--- src/rtl/systolic_pkg.sv ---
// Shared definitions for the systolic grid: accumulate modes, lane slicing
// and the width helper used for the fill counter.
package systolic_pkg;

  localparam int ACC_PASS = 0;
  localparam int ACC_SAT  = 1;

  // Low bit index of lane `lane` in a packed bus of `width`-bit lanes.
  function automatic int lane_lo(input int lane, input int width);
    return lane * width;
  endfunction

  // Ceiling log2, never less than 1 so a counter always has at least one bit.
  function automatic int clog2(input int value);
    int result;
    int remaining;
    result    = 0;
    remaining = value - 1;
    while (remaining > 0) begin
      result++;
      remaining = remaining >> 1;
    end
    if (result < 1) result = 1;
    return result;
  endfunction

endpackage

--- src/rtl/systolic_if.sv ---
// Streaming bus of the systolic grid: per-lane data in/out, valid tracking
// and fill status. The grid is the slave; whoever feeds it is the master.
interface systolic_if
  import systolic_pkg::*;
#(
  parameter int ROWS = 5,
  parameter int COLS = 5,
  parameter int W    = 8
);

  localparam int CW = clog2(ROWS + 1);

  // Handshake: enable advances every pipeline; in_valid only marks whether the
  // lanes presented on an enabled cycle carry data. There is no back-pressure.
  logic                enable;
  logic                clear;
  logic                set;
  logic [COLS*W-1:0]   a_in;
  logic [COLS*W-1:0]   b_in;
  logic                in_valid;
  logic [COLS*W-1:0]   a_out;
  logic [COLS*W-1:0]   b_out;
  logic                out_valid;
  logic [CW-1:0]       fill_count;
  logic                primed;

  modport master (
    output enable, clear, set, a_in, b_in, in_valid,
    input  a_out, b_out, out_valid, fill_count, primed
  );

  modport slave (
    input  enable, clear, set, a_in, b_in, in_valid,
    output a_out, b_out, out_valid, fill_count, primed
  );

endinterface

--- src/rtl/systolic_cell.sv ---
// One grid cell: a vertically shifting register and a diagonal b register
// that either passes its diagonal input or accumulates a into it with saturation.
module systolic_cell
  import systolic_pkg::*;
#(
  parameter int W        = 8,
  parameter int ACC_MODE = ACC_PASS
) (
  input  logic         clock,
  input  logic         reset,
  input  logic         enable,
  input  logic         clear,
  input  logic         set,
  input  logic [W-1:0] a_src,
  input  logic [W-1:0] diag,
  output logic [W-1:0] a_q,
  output logic [W-1:0] b_q
);

  logic [W:0]   sum;
  logic [W-1:0] b_next;

  // The add is one bit wider than a lane so the carry out is the clamp flag.
  always_comb begin
    sum    = {1'b0, diag} + {1'b0, a_src};
    b_next = diag;
    if (ACC_MODE == ACC_SAT) begin
      b_next = sum[W] ? {W{1'b1}} : sum[W-1:0];
    end
  end

  always_ff @(posedge clock or posedge reset) begin
    if (reset) begin
      a_q <= '0;
    end else if (enable) begin
      a_q <= a_src;
    end
  end

  // clear beats set beats enable; a never sees clear or set.
  always_ff @(posedge clock or posedge reset) begin
    if (reset) begin
      b_q <= '0;
    end else if (clear) begin
      b_q <= '0;
    end else if (set) begin
      b_q <= {W{1'b1}};
    end else if (enable) begin
      b_q <= b_next;
    end
  end

endmodule

--- src/rtl/systolic_grid.sv ---
// ROWS x COLS systolic fabric: a shifts straight down, b moves down-right,
// with a valid pipeline and a fill counter that reports when the grid is primed.
module systolic_grid
  import systolic_pkg::*;
#(
  parameter int ROWS     = 5,
  parameter int COLS     = 5,
  parameter int W        = 8,
  parameter int ACC_MODE = ACC_PASS
) (
  input  logic     clock,
  input  logic     reset,
  systolic_if.slave bus
);

  localparam int            CW       = clog2(ROWS + 1);
  localparam logic [CW-1:0] FILL_MAX = CW'(ROWS);

  logic [W-1:0]    a_q [ROWS][COLS];
  logic [W-1:0]    b_q [ROWS][COLS];
  logic [ROWS-1:0] valid_q;
  logic [CW-1:0]   fill_q;
  logic            primed_q;

  for (genvar r = 0; r < ROWS; r++) begin : g_row
    for (genvar c = 0; c < COLS; c++) begin : g_col
      logic [W-1:0] a_src;
      logic [W-1:0] diag;

      if (r == 0) begin : g_top
        assign a_src = bus.a_in[lane_lo(c, W) +: W];
        assign diag  = bus.b_in[lane_lo(c, W) +: W];
      end else begin : g_inner
        assign a_src = a_q[r-1][c];
        // Column 0 has no up-left neighbour, so its diagonal feed is zero.
        if (c == 0) begin : g_edge
          assign diag = '0;
        end else begin : g_diag
          assign diag = b_q[r-1][c-1];
        end
      end

      systolic_cell #(
        .W        (W),
        .ACC_MODE (ACC_MODE)
      ) u_cell (
        .clock  (clock),
        .reset  (reset),
        .enable (bus.enable),
        .clear  (bus.clear),
        .set    (bus.set),
        .a_src  (a_src),
        .diag   (diag),
        .a_q    (a_q[r][c]),
        .b_q    (b_q[r][c])
      );
    end
  end

  for (genvar c = 0; c < COLS; c++) begin : g_out
    assign bus.a_out[lane_lo(c, W) +: W] = a_q[ROWS-1][c];
    assign bus.b_out[lane_lo(c, W) +: W] = b_q[ROWS-1][c];
  end

  always_ff @(posedge clock or posedge reset) begin
    if (reset) begin
      valid_q <= '0;
    end else if (bus.clear) begin
      valid_q <= '0;
    end else if (bus.enable) begin
      valid_q[0] <= bus.in_valid;
      for (int i = 1; i < ROWS; i++) begin
        valid_q[i] <= valid_q[i-1];
      end
    end
  end

  // primed is registered alongside the count so it rises on the same edge.
  always_ff @(posedge clock or posedge reset) begin
    if (reset) begin
      fill_q   <= '0;
      primed_q <= 1'b0;
    end else if (bus.clear) begin
      fill_q   <= '0;
      primed_q <= 1'b0;
    end else if (bus.enable && (fill_q != FILL_MAX)) begin
      fill_q   <= fill_q + 1'b1;
      primed_q <= (fill_q == (FILL_MAX - 1'b1));
    end
  end

  assign bus.out_valid  = valid_q[ROWS-1];
  assign bus.fill_count = fill_q;
  assign bus.primed     = primed_q;

endmodule

--- src/flat_wrapper.sv ---
// flat-port wrapper written by rule: the top's interface ports become plain ports
module systolic_grid_flat import systolic_pkg::*;
#(
  parameter int ROWS     = 5,
  parameter int COLS     = 5,
  parameter int W        = 8,
  parameter int ACC_MODE = ACC_PASS
)
  (clock, reset, bus_enable, bus_clear, bus_set, bus_a_in, bus_b_in, bus_in_valid, bus_a_out, bus_b_out, bus_out_valid, bus_fill_count, bus_primed);
  systolic_if #(.ROWS(ROWS), .COLS(COLS), .W(W)) bus_i ();
  input  logic clock;
  input  logic reset;
  input wire logic [$bits(bus_i.enable)-1:0] bus_enable;
  input wire logic [$bits(bus_i.clear)-1:0] bus_clear;
  input wire logic [$bits(bus_i.set)-1:0] bus_set;
  input wire logic [$bits(bus_i.a_in)-1:0] bus_a_in;
  input wire logic [$bits(bus_i.b_in)-1:0] bus_b_in;
  input wire logic [$bits(bus_i.in_valid)-1:0] bus_in_valid;
  output wire logic [$bits(bus_i.a_out)-1:0] bus_a_out;
  output wire logic [$bits(bus_i.b_out)-1:0] bus_b_out;
  output wire logic [$bits(bus_i.out_valid)-1:0] bus_out_valid;
  output wire logic [$bits(bus_i.fill_count)-1:0] bus_fill_count;
  output wire logic [$bits(bus_i.primed)-1:0] bus_primed;
  assign bus_i.enable = bus_enable;
  assign bus_i.clear = bus_clear;
  assign bus_i.set = bus_set;
  assign bus_i.a_in = bus_a_in;
  assign bus_i.b_in = bus_b_in;
  assign bus_i.in_valid = bus_in_valid;
  assign bus_a_out = bus_i.a_out;
  assign bus_b_out = bus_i.b_out;
  assign bus_out_valid = bus_i.out_valid;
  assign bus_fill_count = bus_i.fill_count;
  assign bus_primed = bus_i.primed;
  systolic_grid #(.ROWS(ROWS), .COLS(COLS), .W(W), .ACC_MODE(ACC_MODE)) u_core (.clock(clock), .reset(reset), .bus(bus_i));
endmodule
--- config.mk ---
export PLATFORM = sky130hd
export DESIGN_NAME = systolic_grid_flat
export DESIGN_NICKNAME = d
export VERILOG_FILES = /design/src/rtl/systolic_pkg.sv /design/src/rtl/systolic_if.sv /design/src/rtl/systolic_cell.sv /design/src/rtl/systolic_grid.sv /design/src/flat_wrapper.sv
export SDC_FILE = /design/constraint.sdc
export NUM_CORES = 1
export LEC_CHECK = 0
export ABC_AREA = 1
export CORE_ASPECT_RATIO = 0.75
export CORE_MARGIN = 10
export CORE_UTILIZATION = 50
export CTS_CLUSTER_DIAMETER = 120
export DETAILED_ROUTE_END_ITERATION = 8
export PLACE_DENSITY_LB_ADDON = 0.08
export SLEW_MARGIN = 20
export SYNTH_ARGS = -nofsm -noshare
export SYNTH_HDL_FRONTEND = slang
export SYNTH_SLANG_ARGS = --single-unit
--- constraint.sdc ---
create_clock -name clock -period 12.8 [get_ports clock]
set_clock_uncertainty 0.05 [all_clocks]
set_input_delay 2.56 -clock clock [delete_from_list [all_inputs] [get_ports clock]]
set_output_delay 2.56 -clock clock [all_outputs]
set_load 0.02 [all_outputs]
==> results.yml <==
floorplanning:
  io_pins: 171
  die_h_um: 142
  die_w_um: 183
  dieArea_sq_mm: 0.0260
  core_area_sq_mm: 0.0195
  fp-row-count: 44
  start_util_pct: 51.1
clock_tree:
  clock_latency_ns: 0.51
  root_buffer: "clkbuf_16"
  clockBufferDepth: 3
  hold_buffers: 0
  cts_setup_buffers: 0
  cts_sinks: 253
  cts_tree: "yes"
  numCtsBuffers: 24
  cts_resized: 0
  clkTransAtPathRegs_ns: 0.06
  h-tree-depth: 1
yosys:
  synth_cell_type_count: 16
  synth_fp_nets: 1164
  ys_ff_latch: 253
  ys_warn_count: 0
  ys_seq_area_share_pct: 63.6
  avgSynthCellArea_sq_um: 9.27
  syn_area_sq_mm: 0.00996
  syn_inst: 1075
grt:
  grt_busiest_layer: "met2"
  antenna_found_initial: 0
  grt_pass1_wl_um: 32600
  grt_pass1_vias: 6872
  use_met3_pct: 4.29
  grt_use_total_pct: 14.6
  use_met2_pct: 23.2
  grt-ovfl-total: 0
  grt_max_degree: 135
  grtUsageMet1_pct: 19.3
run:
  drv_cap: 0
setup_path:
  rr_worst_depth: 6
  rr_startpoint: "u_core.bus.fill_count[1]"
  critical_path_required_ns: 13.18
  worstPathArrival_ns: 4.91
  cp-start-kind: "input pin"
  cp-startpoint: "bus_enable"
  path_max_fanout: 134
  cp-end-kind: "register"
  worstSetupPathType: "in2reg"
  crit_path_end: "u_core.g_row[0].g_col[0].u_cell.b_q[0]"
  regToRegSetupSlack_ns: 11.58
  rr_endpoint: "u_core.bus.fill_count[1]"
power:
  powerDensity_mw_per_mm2: 157
  p_leak_uw: 0.00572
  vdd_ir_drop_max_mv: 0.0936
  power_uw: 1870
sta:
  postLayoutSetupSlackWorst_ns: 8.26
  setup-tns-final_ns: 0
  slew_violations: 0
  max-slew-margin-rel_pct: 32.5
  fin_crit_sh_pct: 35.4
  hold_viol: 0
  setup_violations: 0
  fmax_mhz: 220
  tightest_slew_ns: 1.01
  rsz0062_at_grt: "false"
  min_period_ns: 4.54
routing:
  first_iter_violations: 587
  wl_per_cell_um: 13.4
  num_vias: 6903
  drt-vias-per-instance: 4.89
  drc_errors: 0
  ant_nets: 0
  first_pass_iters: 5
  drt_wl_total_um: 19000
placed_design:
  gp_congestion: 0.714
  portBuffers: 138
  dp.final_hpwl_um: 11000
  dp_slack_ns: 7.71
hold_path:
  hold_class: "reg2reg"
outcome:
  outcome: "finished, final reports clean"
cells_and_area:
  n_fill_cell: 1676
  area_growth_syn_to_layout_pct: 19.3
  drive_gt1_share_pct: 4.40
  antenna_cells: 0
  utilization_pct: 61.0
  fin_nets: 1230
-- report_power, final --
part           switching, uW  internal (uW)
sequential              42.8            888
combinational            141            101
clock                    289            407
-- worst min path at each step --
stage	to	start	slack (ns)	cells after the start
floorplan	u_core.g_row[0].g_col[0].u_cell.a_q[7]	u_core.g_row[0].g_col[0].u_cell.a_q[7]	0.39	2
CTS	u_core.g_row[2].g_col[4].u_cell.a_q[7]	u_core.g_row[1].g_col[4].u_cell.a_q[7]	0.42	2
detailed placement	u_core.g_row[4].g_col[1].u_cell.a_q[1]	u_core.g_row[4].g_col[1].u_cell.a_q[1]	0.41	2
finish	u_core.g_row[4].g_col[0].u_cell.a_q[0]	u_core.g_row[4].g_col[0].u_cell.a_q[0]	0.42	2
global route	u_core.g_row[3].g_col[3].u_cell.a_q[5]	u_core.g_row[3].g_col[3].u_cell.a_q[5]	0.44	2
global placement	u_core.g_row[4].g_col[4].u_cell.a_q[6]	u_core.g_row[4].g_col[4].u_cell.a_q[6]	0.40	2
-- flip-flops by register name, indices dropped and copies added, names as in the netlist --
name / cells
u_core.g_row.g_col.u_cell.a_q: 200
u_core.g_row.g_col.u_cell.b_q: 44
u_core.bus.fill_count: 3
u_core.valid_q: 5
u_core.bus.primed: 1
-- metal layers --
metal  wire length [um]  up-vias
met5                  0        -
met4                259        0
met3               1400       20
met2               8250      133
met1               9050     3288
li1                   -     3462
-- per-stage QoR --
stage / cells / area, sq um / hold slack (ns)
finish: 1412 / 11900 / 0.417
global route: 1412 / 11900 / 0.436
CTS: 1412 / 11900 / 0.423
detailed placement: 1368 / 11100 / 0.407
global placement: 1368 / 11100 / 0.402
floorplan: 1075 / 9960 / 0.392
-- synthesized netlist by cell type --
cell type | number | area [sq um]
nand2_1 | 418 | 1570
dfrtp_1 | 253 | 6330
o21ai_0 | 149 | 746
inv_1 | 64 | 240
buf_4 | 51 | 383
a21oi_1 | 43 | 215
buf_2 | 32 | 160
clkbuf_1 | 21 | 78.8
o21ai_1 | 18 | 90.1
nor2_1 | 11 | 41.3
nand3_1 | 7 | 35.0
ha_1 | 3 | 37.5
inv_2 | 2 | 7.51
a21oi_2 | 1 | 8.76
nand2_2 | 1 | 6.26
nor2_4 | 1 | 11.3
-- cell type report --
cell class	instances	area (sq um)	area share (%)
Timing Repair Buffer	144	1430	12.0
Inverter	66	260	2.19
Tap cell	253	317	2.66
Sequential cell	253	6330	53.3
Clock buffer	36	717	6.03
Clock inverter	8	65.1	0.548
Multi-Input combinational cell	652	2760	23.2
-- cell usage in the layout (no fill, tap or decap) --
cell	instances
a21oi_1	43
a21oi_2	1
buf_4	5
buf_6	2
bufinv_16	1
clkbuf_1	6
clkbuf_16	25
clkbuf_8	5
clkdlybuf4s50_1	137
clkinv_2	7
dfrtp_1	253
ha_1	3
inv_1	63
inv_2	1
inv_6	1
inv_8	1
nand2_1	418
nand2_2	1
nand3_1	7
nor2_1	11
nor2_4	1
o21ai_0	149
o21ai_1	18
-- critical path: stages --
cell,delay [ns]
buf_6,0.32
inv_6,0.73
nand2_2,0.17
nor2_4,0.76
nand2_1,0.11
o21ai_1,0.13
-- cells by family after synthesis --
| family | Yosys count | synth area share [%] |
|---|---|---|
| AND/OR/NAND/NOR | 438 | 16.7 |
| flip-flops | 253 | 63.6 |
| AO/OA/AOI/OAI | 211 | 10.6 |
| buffers and inverters | 170 | 8.73 |
| adder cells (fa/ha/maj) | 3 | 0.377 |
Power figures use the tool's default switching activity.
